==> src/rtl/fwd_hazard_unit.sv <==
// Operand forwarding and hazard detection with youngest-stage priority, a
// long-latency write scoreboard, a saturating stall counter and a stall watchdog.
module fwd_hazard_unit #(
  parameter int XLEN = 32,
  parameter int NSRC = 2,
  parameter int NSTG = 3,
  parameter int TMO  = 1024,
  parameter int CNTW = 32
) (
  input  logic                   clk_i,
  input  logic                   rstn_i,
  input  logic                   flush_i,
  input  logic [NSRC*5-1:0]      src_addr_i,
  input  logic [NSTG*5-1:0]      stg_rd_i,
  input  logic [NSTG-1:0]        stg_wen_i,
  input  logic [NSTG-1:0]        stg_rdy_i,
  input  logic [NSTG*XLEN-1:0]   stg_dat_i,
  input  logic                   lng_issue_i,
  input  logic [4:0]             lng_issue_rd_i,
  input  logic                   lng_done_i,
  input  logic [4:0]             lng_done_rd_i,
  output logic [NSRC-1:0]        fwd_o,
  output logic [NSRC*XLEN-1:0]   fwd_dat_o,
  output logic                   stall_o,
  output logic [CNTW-1:0]        stall_cnt_o,
  output logic                   wdog_o
);

  localparam int RW = $clog2(TMO + 1);

  logic [31:0]      sb_q, sb_d;
  logic [CNTW-1:0]  cnt_q, cnt_d;
  logic [RW-1:0]    run_q, run_d;
  logic             wdog_q, wdog_d;

  logic [NSRC-1:0]      fwd_v;
  logic [NSRC*XLEN-1:0] dat_v;
  logic [NSRC-1:0]      blk_v;
  logic [4:0]           a;
  logic                 hit;
  logic                 hit_rdy;
  logic [XLEN-1:0]      hit_dat;
  logic                 stall;

  // Stages are scanned oldest to youngest so the youngest match overwrites.
  always_comb begin
    fwd_v   = '0;
    dat_v   = '0;
    blk_v   = '0;
    a       = '0;
    hit     = 1'b0;
    hit_rdy = 1'b0;
    hit_dat = '0;
    for (int k = 0; k < NSRC; k++) begin
      a       = src_addr_i[5*k +: 5];
      hit     = 1'b0;
      hit_rdy = 1'b0;
      hit_dat = '0;
      for (int s = NSTG - 1; s >= 0; s--) begin
        if (stg_wen_i[s] && (stg_rd_i[5*s +: 5] == a)) begin
          hit     = 1'b1;
          hit_rdy = stg_rdy_i[s];
          hit_dat = stg_dat_i[XLEN*s +: XLEN];
        end
      end
      if (a != 5'd0) begin
        if (hit) begin
          if (hit_rdy) begin
            fwd_v[k]              = 1'b1;
            dat_v[XLEN*k +: XLEN] = hit_dat;
          end else begin
            blk_v[k] = 1'b1;
          end
        end else begin
          blk_v[k] = sb_q[a];
        end
      end
    end
    stall = |blk_v;
  end

  // Issue is applied after done so a same-cycle pair leaves the entry set.
  always_comb begin
    sb_d = sb_q;
    if (flush_i) begin
      sb_d = '0;
    end else begin
      if (lng_done_i)  sb_d[lng_done_rd_i]  = 1'b0;
      if (lng_issue_i) sb_d[lng_issue_rd_i] = 1'b1;
    end
    sb_d[0] = 1'b0;
  end

  always_comb begin
    cnt_d = cnt_q;
    if (stall && (cnt_q != {CNTW{1'b1}})) cnt_d = cnt_q + {{(CNTW-1){1'b0}}, 1'b1};

    run_d = '0;
    if (stall && !flush_i) begin
      run_d = (run_q == RW'(TMO)) ? run_q : run_q + RW'(1);
    end

    wdog_d = wdog_q | (stall && (run_q == RW'(TMO - 1)));
  end

  always_ff @(posedge clk_i or negedge rstn_i) begin
    if (!rstn_i) begin
      sb_q   <= '0;
      cnt_q  <= '0;
      run_q  <= '0;
      wdog_q <= 1'b0;
    end else begin
      sb_q   <= sb_d;
      cnt_q  <= cnt_d;
      run_q  <= run_d;
      wdog_q <= wdog_d;
    end
  end

  assign fwd_o       = fwd_v;
  assign fwd_dat_o   = dat_v;
  assign stall_o     = stall;
  assign stall_cnt_o = cnt_q;
  assign wdog_o      = wdog_q;

endmodule

==> config.mk <==
export PLATFORM = sky130hd
export DESIGN_NAME = fwd_hazard_unit
export DESIGN_NICKNAME = d
export VERILOG_FILES = /design/src/rtl/fwd_hazard_unit.sv
export SDC_FILE = /design/constraint.sdc
export NUM_CORES = 1
export LEC_CHECK = 0
export CAP_MARGIN = 20
export CORE_MARGIN = 2
export CORE_UTILIZATION = 48
export DETAILED_ROUTE_END_ITERATION = 10
export GPL_TIMING_DRIVEN = 0
export MAX_ROUTING_LAYER = met4
export PLACE_DENSITY_LB_ADDON = 0.15
export RECOVER_POWER = 100
export SLEW_MARGIN = 10
export SYNTH_ARGS = -nofsm -noshare
export SYNTH_HDL_FRONTEND = slang
export SYNTH_SLANG_ARGS = --single-unit
==> constraint.sdc <==
create_clock -name clk_i -period 4.8 [get_ports clk_i]
set_clock_uncertainty 0.1 [all_clocks]
set_input_delay 0.96 -clock clk_i [delete_from_list [all_inputs] [get_ports clk_i]]
set_output_delay 0.96 -clock clk_i [all_outputs]
set_load 0.01 [all_outputs]
### Word-level counts from Yosys, hierarchy flattened

Index checks and enable logic that the tools add are counted.

| word-level totals | value |
|---|---|
| register bits after elaboration | 75 |
| bits of input ports | 142 |
| output and inout bits | 100 |

| operators by class | value |
|---|---|
| add/subtract/negate cells | 2 |
| order comparisons | 6 |
| equality and inequality tests | 10 |
| muxes and demuxes | 50 |
| bitwise operators | 4 |
| reduce and logical (&&, ||, !) cells | 15 |

Operators by type and width:

| operator | number |
|---|---|
| $mux 32 | 16 |
| $add 32x1->32 const B | 1 |
| $and 32x32->32 | 1 |
| $ne 32x32->1 const B | 1 |
| $not 32->32 | 1 |
| $or 32x32->32 | 1 |
| $eq 5x5->1 | 6 |
| $mux 1 | 28 |
| $lt 5x6->1 const B | 4 |
| $mux 11 | 2 |
| $add 11x1->11 const B | 1 |
| $eq 11x10->1 const B | 1 |
| $eq 11x11->1 const B | 1 |
| $logic_and 1x1->1 | 11 |
| $bmux 1 s5 | 2 |
| $demux 1 s5 | 2 |
| $ge 5x1->1 const B | 2 |
| $reduce_bool 5->1 | 2 |
| $ne 2x2->1 const B | 1 |
| $reduce_or 2->1 | 1 |
| $logic_not 1->1 | 1 |
| $or 1x1->1 | 1 |

### Logic depth before layout (Yosys ltp)

Gate-level depths: netlist of run 1.

| depth | value |
|---|---|
| word-level depth | 11 |
| mapped depth | 11 |
| depth with buffers taken out | 9 |

### Worst setup path before layout of run 1

Ideal clock, no wire load.

| path | value |
|---|---|
| kind | input port to output port |
| start point | input port src_addr_i[0] |
| end point | output port fwd_dat_o[22] |
| data arrival time | 2.997 ns |
| data required time | 3.740 ns |
| slack | 0.743 ns |
| stages | 10 |
| path through | buf_6 > xor2_1 > a21oi_1 > nor3b_2 > or4_1 > a31o_1 > or2_1 > clkbuf_1 > buf_2 > a211oi_1 |

| on the way | value |
|---|---|
| cells in the longest elaborated chain, start to end | 8 |
| elaborated cells on any way between the ends | 19 |

RTL lines:

| item | RTL line | RTL |
|---|---|---|
| start: declaration | 13 | `input logic [NSRC*5-1:0] src_addr_i,` |
| $eq 5x5->1 | 60 | `if (stg_wen_i[s] && (stg_rd_i[5*s +: 5] == a)) begin` |
| $logic_and 1x1->1 | 60 |  |
| $mux 32 / $mux 1 (equally long branches) (3 in series) | 60 |  |
| $mux 32 | 68 | `if (hit_rdy) begin` |
| $mux 32 | 67 | `if (hit) begin` |
| $mux 32 * | 66 | `if (a != 5'd0) begin` |
| end: declaration | 23 | `output logic [NSRC*XLEN-1:0] fwd_dat_o,` |

Mark *: on every way between the ends. The rest lies on a longest branch, timed or not.

### Worst setup path in the final report of run 1

| path | value |
|---|---|
| start point | input port stg_rd_i[7] |
| end point | output port fwd_o[1] |

| on the way | value |
|---|---|
| cells in the longest elaborated chain, start to end | 7 |
| elaborated cells on any way between the ends | 9 |

RTL lines:

| item | RTL line | RTL |
|---|---|---|
| start: declaration | 14 | `input logic [NSTG*5-1:0] stg_rd_i,` |
| $eq 5x5->1 * | 60 |  |
| $logic_and 1x1->1 * | 60 |  |
| $mux 1 (2 in series) | 60 |  |
| $mux 1 | 68 |  |
| $mux 1 * | 67 |  |
| $mux 1 * | 66 |  |
| end: declaration | 22 | `output logic [NSRC-1:0] fwd_o,` |

Marked as above.

==> results of run 1 <==
[cell type report]
| cell class | instances | area (um^2) |
|---|---|---|
| Sequential cell | 75 | 1880 |
| Fill cell | 1007 | 3270 |
| Multi-Input combinational cell | 571 | 3800 |
| Clock buffer | 12 | 256 |
| Clock inverter | 4 | 25.0 |
| Buffer | 55 | 297 |
| Antenna cell | 3 | 7.51 |
| Timing Repair Buffer | 242 | 2280 |
| Tap cell | 168 | 210 |
| Inverter | 12 | 45.0 |
[synthesized netlist by cell type (all sizes together) (3+ instances only)]
cell type	count
or4	3
o21ai	34
nand2b	3
nand4	16
and3b	3
or2	4
buf	22
clkbuf	35
inv	12
a211oi	64
xnor2	49
nor3	4
nand2	58
xor2	16
mux4	14
nand3b	5
ha	3
dfrtp	75
nor3b	5
and3	21
nor4	7
a22oi	64
nor2	95
a21oi	35
nand3	32
or3b	3
mux2i	9
[state kept, by name, indices dropped and copies added, names as in the netlist]
register	cells
stall_cnt_o	32
wdog_o	1
sb_q	31
run_q	11
[path summary, 6_finish.rpt]
| kind | startpoint | end | cells past startpoint |
|---|---|---|---|
| max | stg_rd_i[7] | fwd_o[1] | 10 |
| max in group asynchronous | rstn_i | stall_cnt_o[15] | 2 |
| max reg2reg | stall_cnt_o[0] | stall_cnt_o[9] | 10 |
| min reg2reg | wdog_o | wdog_o | 1 |
| min | wdog_o | wdog_o | 1 |
| min in group asynchronous | rstn_i | run_q[3] | 1 |
[per-layer routing]
metal	part of all wire, %	up-vias	global-route usage [%]	wire length, um
li1	-	3163	-	-
met4	2.8	0	11.7	611
met5	0	-	-	0
met2	50	304	56.3	11000
met3	6.9	50	5.64	1490
met1	40	3229	40.2	8720
[power by group through the flow]
stage,sequential (mW),combinational [mW],clock [mW]
2_1_floorplan,0.713,0.176,0
6_report,0.697,0.430,0.623
4_1_cts,0.698,0.445,0.635
3_3_place_gp,0.708,0.426,0
3_5_place_dp,0.708,0.434,0
5_1_grt,0.701,0.463,0.663
[logic make-up (layout without fill, tap and decap cells)]
family,after synthesis,count (layout),share of synthesized area (%)
AND/OR/NAND/NOR,268,268,21.9
adder cells (fa/ha/maj),3,3,0.630
buffers and inverters,69,325,5.44
XOR/XNOR,65,65,9.56
other,0,3,0
multiplexers,25,25,7.19
AO/OA/AOI/OAI,210,210,23.8
flip-flops,75,75,31.5
[what timing repair did]
item,in CTS,in global routing
pin swaps,2,2
resized for setup,98,29
setup buffers,4,1
setup endpoints to repair,67,53
cloned,1,0
==> results.txt, run 1 <==
- Result of the run: finished, violations left
- Violated checks: max-capacitance violations, max-slew violations
- Row Count: 40
- Dominant register cell in the synthesized netlist: dfrtp_1
* Via count of the first global-routing pass: 6749
- Entering global routing, the biggest net connects 56 pins.
* Mapped cell area: 5950 um^2
* WP data arrival: 3640 ps
- The worst path needs 4700 ps of the cycle, external delays included.
* Fmax: 213 MHz
- The number of placed instances, taps included, is 1119.
- Number of endpoints with negative hold slack in the final report: 0
* Mean number of vias per cell: 5.91
- Of the total power, the share spent switching nets is 27.7%.
- 242 I/O pins were placed.
* Clock tree from TritonCTS: built
- Fraction of power consumed by sequential logic: 39.8%
- Internal power of the cells: 1.27 mW
* Number of enable-type register cells in the synthesized netlist: 0
* Die area: 13300 um^2
- Net count reported at finish: 1111
* Root Driver: clkbuf_16
* Clk sinks: 75
* Sequential fraction of the synthesis area: 31.5%
* Gr ovfl total: 0
- Across the run, the number of max-cap violations was 1.
- Wire length of the first global-routing pass: 34300 um
* Number of distinct library cells after synthesis: 53
- Global routing used 33.3% of the available tracks across all layers.
* Setup slack of the critical path after layout: 105 ps
- Across all layers, the routed design uses 6746 vias.
- Compared with the post-synthesis result, the final layout area differs by 47.7%.
- Leading cell type in the layout, fill and taps excluded: clkdlybuf4s50_1
- The HPWL after detailed placement is 16300 um.
* Remaining number of nets flagged by the antenna check after routing: 0
- Slew Limit Headroom: -65.8%
- The synthesized design contains 75 register bits.
- The critical path goes through clkdlybuf4s50_1, inv_1, o21ai_2, nor4_4, or4_1, a31o_2, or2_4, buf_2, inv_1, clkdlybuf4s50_1.
- Clock latency on the worst-skew pair, taken at its later pin, is 330 ps.
* Unrepaired setup endpoints after global routing: false
* Period utilisation layout: 97.8%
* Synth top area share: 31.5%
- Total chip power: 1.75 mW
- Dominant cell type by area after synthesis: dfrtp_1
* Area inside the core boundary: 12100 um^2
- Slowest Stage Delay on Critical Path: 520 ps
* Worst setup slack for register-to-register paths: 1930 ps
- Worst-path maximum fanout: 10
- At the placement stage, the worst setup path has a slack of -649 ps.
* Post-DR wirelength/cell: 19.1 um
* Die extent in y: 115 um
- In this design, the largest share of critical-path delay is due to buffers and inverters.
- DRC: 0
- At the worst endpoint, the required time is 3740 ps.
- For this design the ratio of total power to cell area is 199 nW/um^2.
- The analysis attributes to cell leakage a power of 3.59 nW.
- Fraction of layout instances using a drive strength above 1: 7.83%
* Synthesized area per cell: 8.33 um^2
- Combinational group share of total power: 24.5%
- Number of buffers created by CTS: 9
- Die outline width: 115 um
- Port buffer count: 235
- Start-to-end type of the worst setup path: input port to output port
* Clock-pin transition on the worst setup and hold timing paths: 60 ps
- The largest individual stage delay along the critical path comes from the cell clkdlybuf4s50_1.
- Summing all placed instances gives a cell area of 8540 um^2.
* Total Negative Setup Slacks: 0 ps
- The share of total power dissipated in the clock network is 35.6%.
- STA classifies the critical path startpoint as an input port.
- Post-route design area: 8790 um^2
- The H-tree was split into 3 levels.
- First DRT Iteration DRCs: 723
* Nature of the critical path endpoint: output port
- Initial Utilization: 49.4%
- Proportion of register bits with asynchronous set or reset after synthesis: 100%
- The first TritonRoute pass finished after 6 iterations.
- Placer's final routability congestion estimate: 0.927
* Pin slew with the least headroom to its limit: 2490 ps
- Number of antenna violations at the first check in global routing: 2
- The analysis attributes to net switching a power of 0.485 mW.
- Count of buffer and inverter cells on the critical path: 5
- Setup violations remaining at the end of the flow were counted as 0.
* Gate count of the mapped netlist: 715
* Number of nets in the synthesized netlist: 860
- Number of buffers added to fix hold violations after cts: 0
- Highest-count cells in the layout ignoring fill and taps: clkdlybuf4s50_1, nor2_1, dfrtp_1
* Worst-case clock buffer depth: 2
- Synthesis warning total: 0
- The count of cells in the finished layout, fillers not included, comes to 1142.
* Final cell utilization of the core: 72.9%
- The worst hold path belongs to the class flip-flop to flip-flop.
- Worst hold slack across all endpoints: 351 ps
- The worst-case IR drop observed on VDD is 0.303 mV.
* Biggest area contributors in the synthesized netlist: dfrtp_1, a211oi_1, a22oi_1
* Final Max Slew Viols: 56
- Detailed Route WL: 21800 um
No activity file was read; power rests on OpenSTA's default activity.
==> inputs of run 2 (changes only) <==
- CORE_UTILIZATION: 48 -> 41
- CTS_BUF_LIST: unset -> sky130_fd_sc_hd__clkbuf_2 sky130_fd_sc_hd__clkbuf_4 sky130_fd_sc_hd__clkbuf_8
- clock period: 4.8 -> 3.8 ns (I/O delays scaled with it)
==> run 2 against run 1 <==
  * The flow finishes with violations (max-capacitance violations, max-slew violations, negative setup slack)
  * Clock power is 12% lower
  * Combinational power is 45% higher
  * Critical path depth is 1 higher
  * Cell area is 6.2% higher
  * Worst setup slack worse by 120 ps
  * Largest cell class unchanged
  * Non-clock buffer count is 31 higher
  * Total power is 17% higher
  * Global-route usage is 4.0 points lower
  * Flip-flop and latch count stayed put
  * Worst hold slack better by 14 ps
  * Die area is 16% higher
==> results.txt, run 2 (synthesis gave the netlist of run 1 again) <==
- Worst-path maximum fanout: 7 (-3)
* Final Max Slew Viols: 35 (-38%)
- Worst hold path type: flip-flop to flip-flop
* Post-layout instance count excluding filler cells: 1185 (+3.8%)
- The biggest cell delay along the critical path came to 490 ps (-30 ps).
* Post-layout min period: 3810 ps
* Boundary pin count: 242 (unchanged)
- The worst slack on hold paths came to 365 ps (+14.2 ps).
* Detailed Route WL: 23200 um (+6.7%)
- The final estimated routing congestion in global placement was 0.907 (-2.2%).
- Most common cell on crit path: buf_12
* Peak supply drop: 0.337 mV (+12%)
* FF-to-FF path depth: 10 (unchanged)
- The number of global-route vias before repair came to 6589 (-2.4%).
- The final standard cell utilization of the core is 65.0% (-7.9 points).
- Worst-case clock buffer depth: 2 (unchanged)
* Die extent in y: 125 um (+7.9%)
- DRC: 0 (unchanged)
* Ant. Diodes: 0 (-3)
- The total global routing overflow was 0 (unchanged).
- The final reports fail on max-capacitance violations, max-slew violations, negative setup slack.
* Post-route design area: 9340 um^2 (+6.2%)
* Routed vias: 7029 (+4.2%)
* Max reg flops: 32 (unchanged)
- The total routing usage reported by global routing is 29.3% (-4.0 points).
* Pin slew with the least headroom to its limit: 1800 ps (-685 ps)
* Start-to-end type of the worst setup path: input port to output port
- From synthesis to final layout, the design area changed by 56.9%.
- The number of instances in the placed design came to 1135 (+1.4%).
* Wire length of the first global-routing pass: 36000 um (+4.9%)
- Broken down by cell family, the worst path's largest delay share belongs to simple AND/OR/NAND/NOR gates.
* Clock-pin transition on the worst setup and hold timing paths: 70 ps (about the same)
- Total chip power: 2.05 mW (+17%)
- The worst endpoint required time came to 2940 ps (-800 ps).
- Worst path depth: 11 (+1)
- Count of buffer and inverter cells on the critical path: 4 (-1)
* Clock tree from TritonCTS: built
- Fmax: 262 MHz
- Power density over the cells: 220 nW/um^2 (+10%)
- Port buffer count: 235 (unchanged)
* Root Driver: clkbuf_8
- Net count reported at finish: 1143 (+2.9%)
- The worst setup path is launched from an input port.
- Number of cells traversed by the worst hold path: 1 (unchanged)
- Setup slack of the critical path after layout: -13.1 ps (-118 ps)
- Worst setup slack for register-to-register paths: 850 ps (-1080 ps)
- The number of setup violations in the final report was 1 (+1).
- The worst setup path is captured at an output port.
* Maximum level of the CTS H-tree: 3 (unchanged)
- Number of buffers created by CTS: 9 (unchanged)
- WP data arrival: 2950 ps (-690 ps)
- The total of max-cap violations was 1 (unchanged).
- Setup repair after global routing could not meet its margin everywhere.
- Fraction of layout instances using a drive strength above 1: 24.8% (+17 points)
- The insertion delay of the later-clocked pin in the worst-skew pair is 350 ps (+20 ps).
* Slowest cell on crit path: or4_4
- The number of vias per cell came to 5.93 (+0.41%).
- Die area: 15500 um^2 (+16%)
- Row Count: 44 (+10%)
* Highest-count cells in the layout ignoring fill and taps: clkdlybuf4s50_1, nor2_1, dfrtp_1
- The count of nets left with antenna violations after detail routing is 0 (unchanged).
* Initial Utilization: 41.4% (-7.9 points)
- The fill cell instance count of the final layout came to 1242 (+23%).
- The tightest slew margin relative to the limit came to -20.2% (+46 points).
* Number of endpoints with negative hold slack in the final report: 0 (unchanged)
* Period utilisation layout: 100%
- The leakage power figure came to 3.84 nW (+7.0%).
* Total half-perimeter wirelength after legalization and detailed placement: 16100 um (-0.85%)
- The routed length per placed instance is 19.6 um (+2.8%).
- The run finished, with violations left.
- The detailed router's first-iteration violation count was 587 (-19%).
- Placement Cell Area: 8550 um^2 (+0.15%)
- The iteration count of the initial detailed-routing pass came to 8 (+2).
* Largest net degree at the start of global routing: 43 (-23%)
* Clk sinks: 75 (unchanged)
- The placeable core region is 14400 um^2 (+19%).
* Number of antenna violations at the first check in global routing: 0 (-2)
- The x dimension of the die came to 125 um (+7.9%).
* Leading cell type in the layout, fill and taps excluded: clkdlybuf4s50_1
* Critical path cell sequence: buf_12, xor2_1, a21oi_1, nor3b_4, or4_4, a31o_1, or2_4, buf_12, clkbuf_16, a211oi_1, buf_2
run 2: worst register-to-register path: cells and delay by family, from the launching register on:
family | cells | cell delay (ps)
flip-flops | 1 | 410
XOR/XNOR | 1 | 130
AND/OR/NAND/NOR | 6 | 1480
buffers and inverters | 2 | 530
adder cells (fa/ha/maj) | 1 | 220
run 2: per-layer routing:
layer / routed length [um] / GRT usage, % / vias up
met2: 11500 / 48.0 / 339
met3: 1710 / 4.94 / 54
li1: - / - / 3228
met4: 646 / 7.93 / 0
met1: 9370 / 37.7 / 3408
met5: 0 / - / -
run 2: layout make-up:
cell class                      count  area (um^2)  area share [%]
Buffer                             52          404            4.33
Clock buffer                       12          159            1.70
Clock inverter                      2         12.5           0.134
Inverter                           12         47.5           0.509
Multi-Input combinational cell    572         4160            44.6
Sequential cell                    75         1880            20.1
Tap cell                          184          230            2.46
Timing Repair Buffer              276         2450            26.2
run 2: report_power, final:
group | switching [mW] | total [mW] | internal, mW | leakage (nW)
clock network | 0.279 | 0.551 | 0.272 | 0.0877
registers | 0.0417 | 0.877 | 0.835 | 1.03
logic | 0.288 | 0.623 | 0.334 | 2.72
run 2: worst paths after layout:
| kind | from | endpoint |
|---|---|---|
| setup / recovery | src_addr_i[0] | fwd_dat_o[4] |
| hold / removal | wdog_o | wdog_o |
| setup reg to reg | stall_cnt_o[0] | stall_cnt_o[27] |
| hold reg to reg | wdog_o | wdog_o |
| max in group asynchronous | rstn_i | stall_cnt_o[11] |
| min in group asynchronous | rstn_i | run_q[9] |
run 2: stage by stage:
| step | setup WS (ps) | TNS, ps |
|---|---|---|
| 5_1_grt | -72.9 | -1860 |
| 6_report | -13.1 | -13.1 |
| 2_1_floorplan | 143 | 0 |
| 3_5_place_dp | -1470 | -79210 |
| 3_3_place_gp | -1450 | -133420 |
| 4_1_cts | -31.2 | -31.2 |
run 2: what timing repair did:
item                                    in CTS  in global routing
cloned                                       3                  5
pin swaps                                   26                 21
gates resized for setup                    409                 95
endpoints found under the setup margin      67                 67
hold buffers                                 0                  0
setup buffers                               24                  9
==> inputs of run 3 (changes only) <==
- REMOVE_ABC_BUFFERS: unset -> 1
==> run 3 against run 2 <==
  * The run ends with max-capacitance violations, max-slew violations left
  * First-iteration DRC count increased by 16%
  * Combinational power decreased by 3%
  * Highest routed layer unchanged
  * Critical path depth decreased by 2
  * Total power increased by 2.8%
  * Register-to-register slack got worse by 480 ps
  * Maximum frequency increased by 1.3%
  * Sequential power about the same
  * Critical endpoint is now fwd_dat_o[56]
  * Utilization decreased by 0.97 points
==> results.txt, run 3 (synthesis gave the netlist of run 1 again) <==
- Detailed Route WL: 24000 um (+3.4%)
- Area inside the core boundary: 14400 um^2 (unchanged)
* Largest delay contributor family on the critical path: buffers and inverters
* Clock-pin transition on the worst setup and hold timing paths: 80 ps (about the same)
- Max reg flops: 32 (unchanged)
* Clock tree from TritonCTS: built
* Met1 Track Usage GR: 37.9% (+0.25 points)
- All-layer global routing usage: 30.7% (+1.4 points)
- Total half-perimeter wirelength after legalization and detailed placement: 16000 um (-1.0%)
- STA classifies the critical path endpoint as an output port.
* Worst path depth: 9 (-2)
- The insertion delay of the later-clocked pin in the worst-skew pair came to 370 ps (+20 ps).
- Total chip power: 2.11 mW (+2.8%)
* Critical path cell sequence: clkdlybuf4s50_1, nand3_4, buf_6, nor2_1, a31o_2, or2_4, buf_12, a211oi_4, buf_2
* Worst hold path type: input port to asynchronous set/reset pin
* Total Negative Setup Slacks: 0 ps (+13.1 ps)
- Global routing's busiest layer: met2
* Layout Area Growth over Synthesis: 54.5%
* Pin slew with the least headroom to its limit: 1500 ps (-298 ps)
- Post-DR wirelength/cell: 20.8 um (+5.9%)
- The flop-to-flop setup slack is 370 ps (-480 ps).
* Capturing instance or port of the critical path: fwd_dat_o[56]
* Power density over the cells: 229 nW/um^2 (+4.4%)
* Result of the run: finished, violations left
* Router iterations before antenna repair: 5 (-3)
* Reg2reg end: stall_cnt_o[1]
* Final Max Slew Viols: 62 (+77%)
* Row Count: 44 (unchanged)
* FF-to-FF path depth: 8 (-2)
- Launch point of the worst path: stg_wen_i[0]
* Number of antenna violations at the first check in global routing: 5 (+5)
- The final worst slack came to 34.5 ps (+47.6 ps).
- Root Driver: clkbuf_8
- The number of clock sinks was 75 (unchanged).
* Die extent in y: 125 um (unchanged)
- Port buffer count: 241 (+2.6%)
* Count of buffer and inverter cells on the critical path: 4 (unchanged)
- Final setup viols: 0 (-1)
- Fraction of layout instances using a drive strength above 1: 24.6% (-0.19 points)
* Wire length of the first global-routing pass: 37800 um (+5.1%)
- Highest-count cells in the layout ignoring fill and taps: clkdlybuf4s50_1, nor2_1, dfrtp_1
* WP data arrival: 2910 ps (-40 ps)
* Period utilisation layout: 99.1% (-1.3 points)
* Worst-case clock buffer depth: 2 (unchanged)
- The final critical delay including setup and external delays came to 3770 ps (-47.6 ps).
* Placed cell count: 1095 (-3.5%)
- Placer's final routability congestion estimate: 0.922 (+1.7%)
- Violated checks: max-capacitance violations, max-slew violations
- Slowest cell on crit path: clkdlybuf4s50_1
- Boundary pin count: 242 (unchanged)
- Mean number of vias per cell: 6.10 (+2.8%)
* Total of max-cap violations: 1 (unchanged)
- Peak supply drop: 0.363 mV (+7.5%)
- The met3 usage in global routing came to 4.12% (-0.82 points).
- The x dimension of the die was 125 um (unchanged).
- Leading cell type in the layout, fill and taps excluded: clkdlybuf4s50_1
* Largest net degree at the start of global routing: 63 (+47%)
* Slew Limit Headroom: -0.278% (+20 points)
- The initial cell density of the core is 41.4% (unchanged).
- Crit path launch type: input port
- Number of buffers created by CTS: 9 (unchanged)
* Maximum level of the CTS H-tree: 3 (unchanged)
- DRC: 0 (unchanged)
- Number of buffers added to fix hold violations after cts: 0 (unchanged)
* Met2 Usage GRT: 50.6% (+2.6 points)
- The setup slack after placement was -2150 ps (-678 ps).
- The critical path in this run is classified as input port to output port.
* Fmax: 266 MHz (+1.3%)
- Die area: 15500 um^2 (unchanged)
- Post-layout instance count excluding filler cells: 1157 (-2.4%)
* Number of endpoints with negative hold slack in the final report: 0 (unchanged)
* Via count of the first global-routing pass: 6857 (+4.1%)
- The detailed router's first-iteration violation count was 679 (+16%).
- The net count of the finished layout was 1108 (-3.1%).
* Pleak: 3.74 nW (-2.6%)
* Gr ovfl total: 0 (unchanged)
* Remaining number of nets flagged by the antenna check after routing: 0 (unchanged)
- The biggest cell delay along the critical path came to 610 ps (+120 ps).
- Worst endpoint required time: 2940 ps (about the same)
- The worst register-to-register path begins at stall_cnt_o[0].
- Routed vias: 7053 (+0.34%)
- The maximum net fanout on the critical path came to 8 (+1).
run 3: cell count changes in the layout (fill, tap and decap cells not counted), moves of 3 or more:
cell             previous run  this run
clkbuf_2                   22         9
clkbuf_4                    4         1
clkdlybuf4s15_2             0         3
dlygate4sd3_1              35        38
a211oi_4                    7         2
diode_2                     0         5
buf_4                      33        25
clkbuf_16                   4         1
clkdlybuf4s50_1           110       107
xor2_1                     16        12
clkbuf_1                   20         4
a211oi_2                   29        34
xor2_2                      0         4
run 3: metal layers:
metal	vias to the layer above	wire (um)	share of wire, %
met5	-	0	0
met3	68	1670	6.9
met4	0	958	4.0
met1	3443	9390	39
li1	3157	-	-
met2	385	12000	50
run 3: worst min path at each step:
stage,start,endpoint,slack (ps),depth (start not counted)
4_1_cts,rstn_i,sb_q[22],140,1
6_report,rstn_i,sb_q[22],330,1
5_1_grt,rstn_i,sb_q[22],380,1
3_3_place_gp,wdog_o,wdog_o,370,1
3_5_place_dp,wdog_o,wdog_o,380,1
2_1_floorplan,rstn_i,run_q[0],360,0
run 3: stage by stage:
step / area [um^2] / utilization [%] / hold slack (ps)
final: 9200 / 64.0 / 332
after global routing: 9200 / 64.0 / 384
after CTS: 8970 / 62.5 / 137
after detailed placement: 8550 / 59.5 / 381
after global placement: 8320 / 57.9 / 370
after floorplan: 5680 / - / 364
run 3: timing repair:
action | 4_1_cts | 5_1_grt
buffers inserted | 21 | 12
gates resized for setup | 419 | 57
pin swaps | 17 | 29
cloned | 6 | 1
endpoints found under the setup margin | 111 | 66
run 3: worst register-to-register path: cells and delay by family (launching register included):
kind / cells / cell delay [ps]
adder cells (fa/ha/maj): 1 / 220
multiplexers: 1 / 350
flip-flops: 1 / 410
AND/OR/NAND/NOR: 6 / 2230
run 3: layout make-up:
| class | instances | area (um^2) |
|---|---|---|
| Antenna cell | 5 | 12.5 |
| Timing Repair Buffer | 290 | 2630 |
| Clock inverter | 6 | 65.1 |
| Clock buffer | 10 | 138 |
| Multi-Input combinational cell | 575 | 4210 |
| Tap cell | 184 | 230 |
| Fill cell | 1186 | 5170 |
| Inverter | 12 | 45.0 |
| Sequential cell | 75 | 1880 |
run 3: power breakdown:
group / internal, mW / leakage [nW] / total, mW / switching [mW]
Combinational: 0.311 / 2.60 / 0.606 / 0.295
Sequential: 0.835 / 1.03 / 0.877 / 0.0422
Clock: 0.321 / 0.102 / 0.626 / 0.305
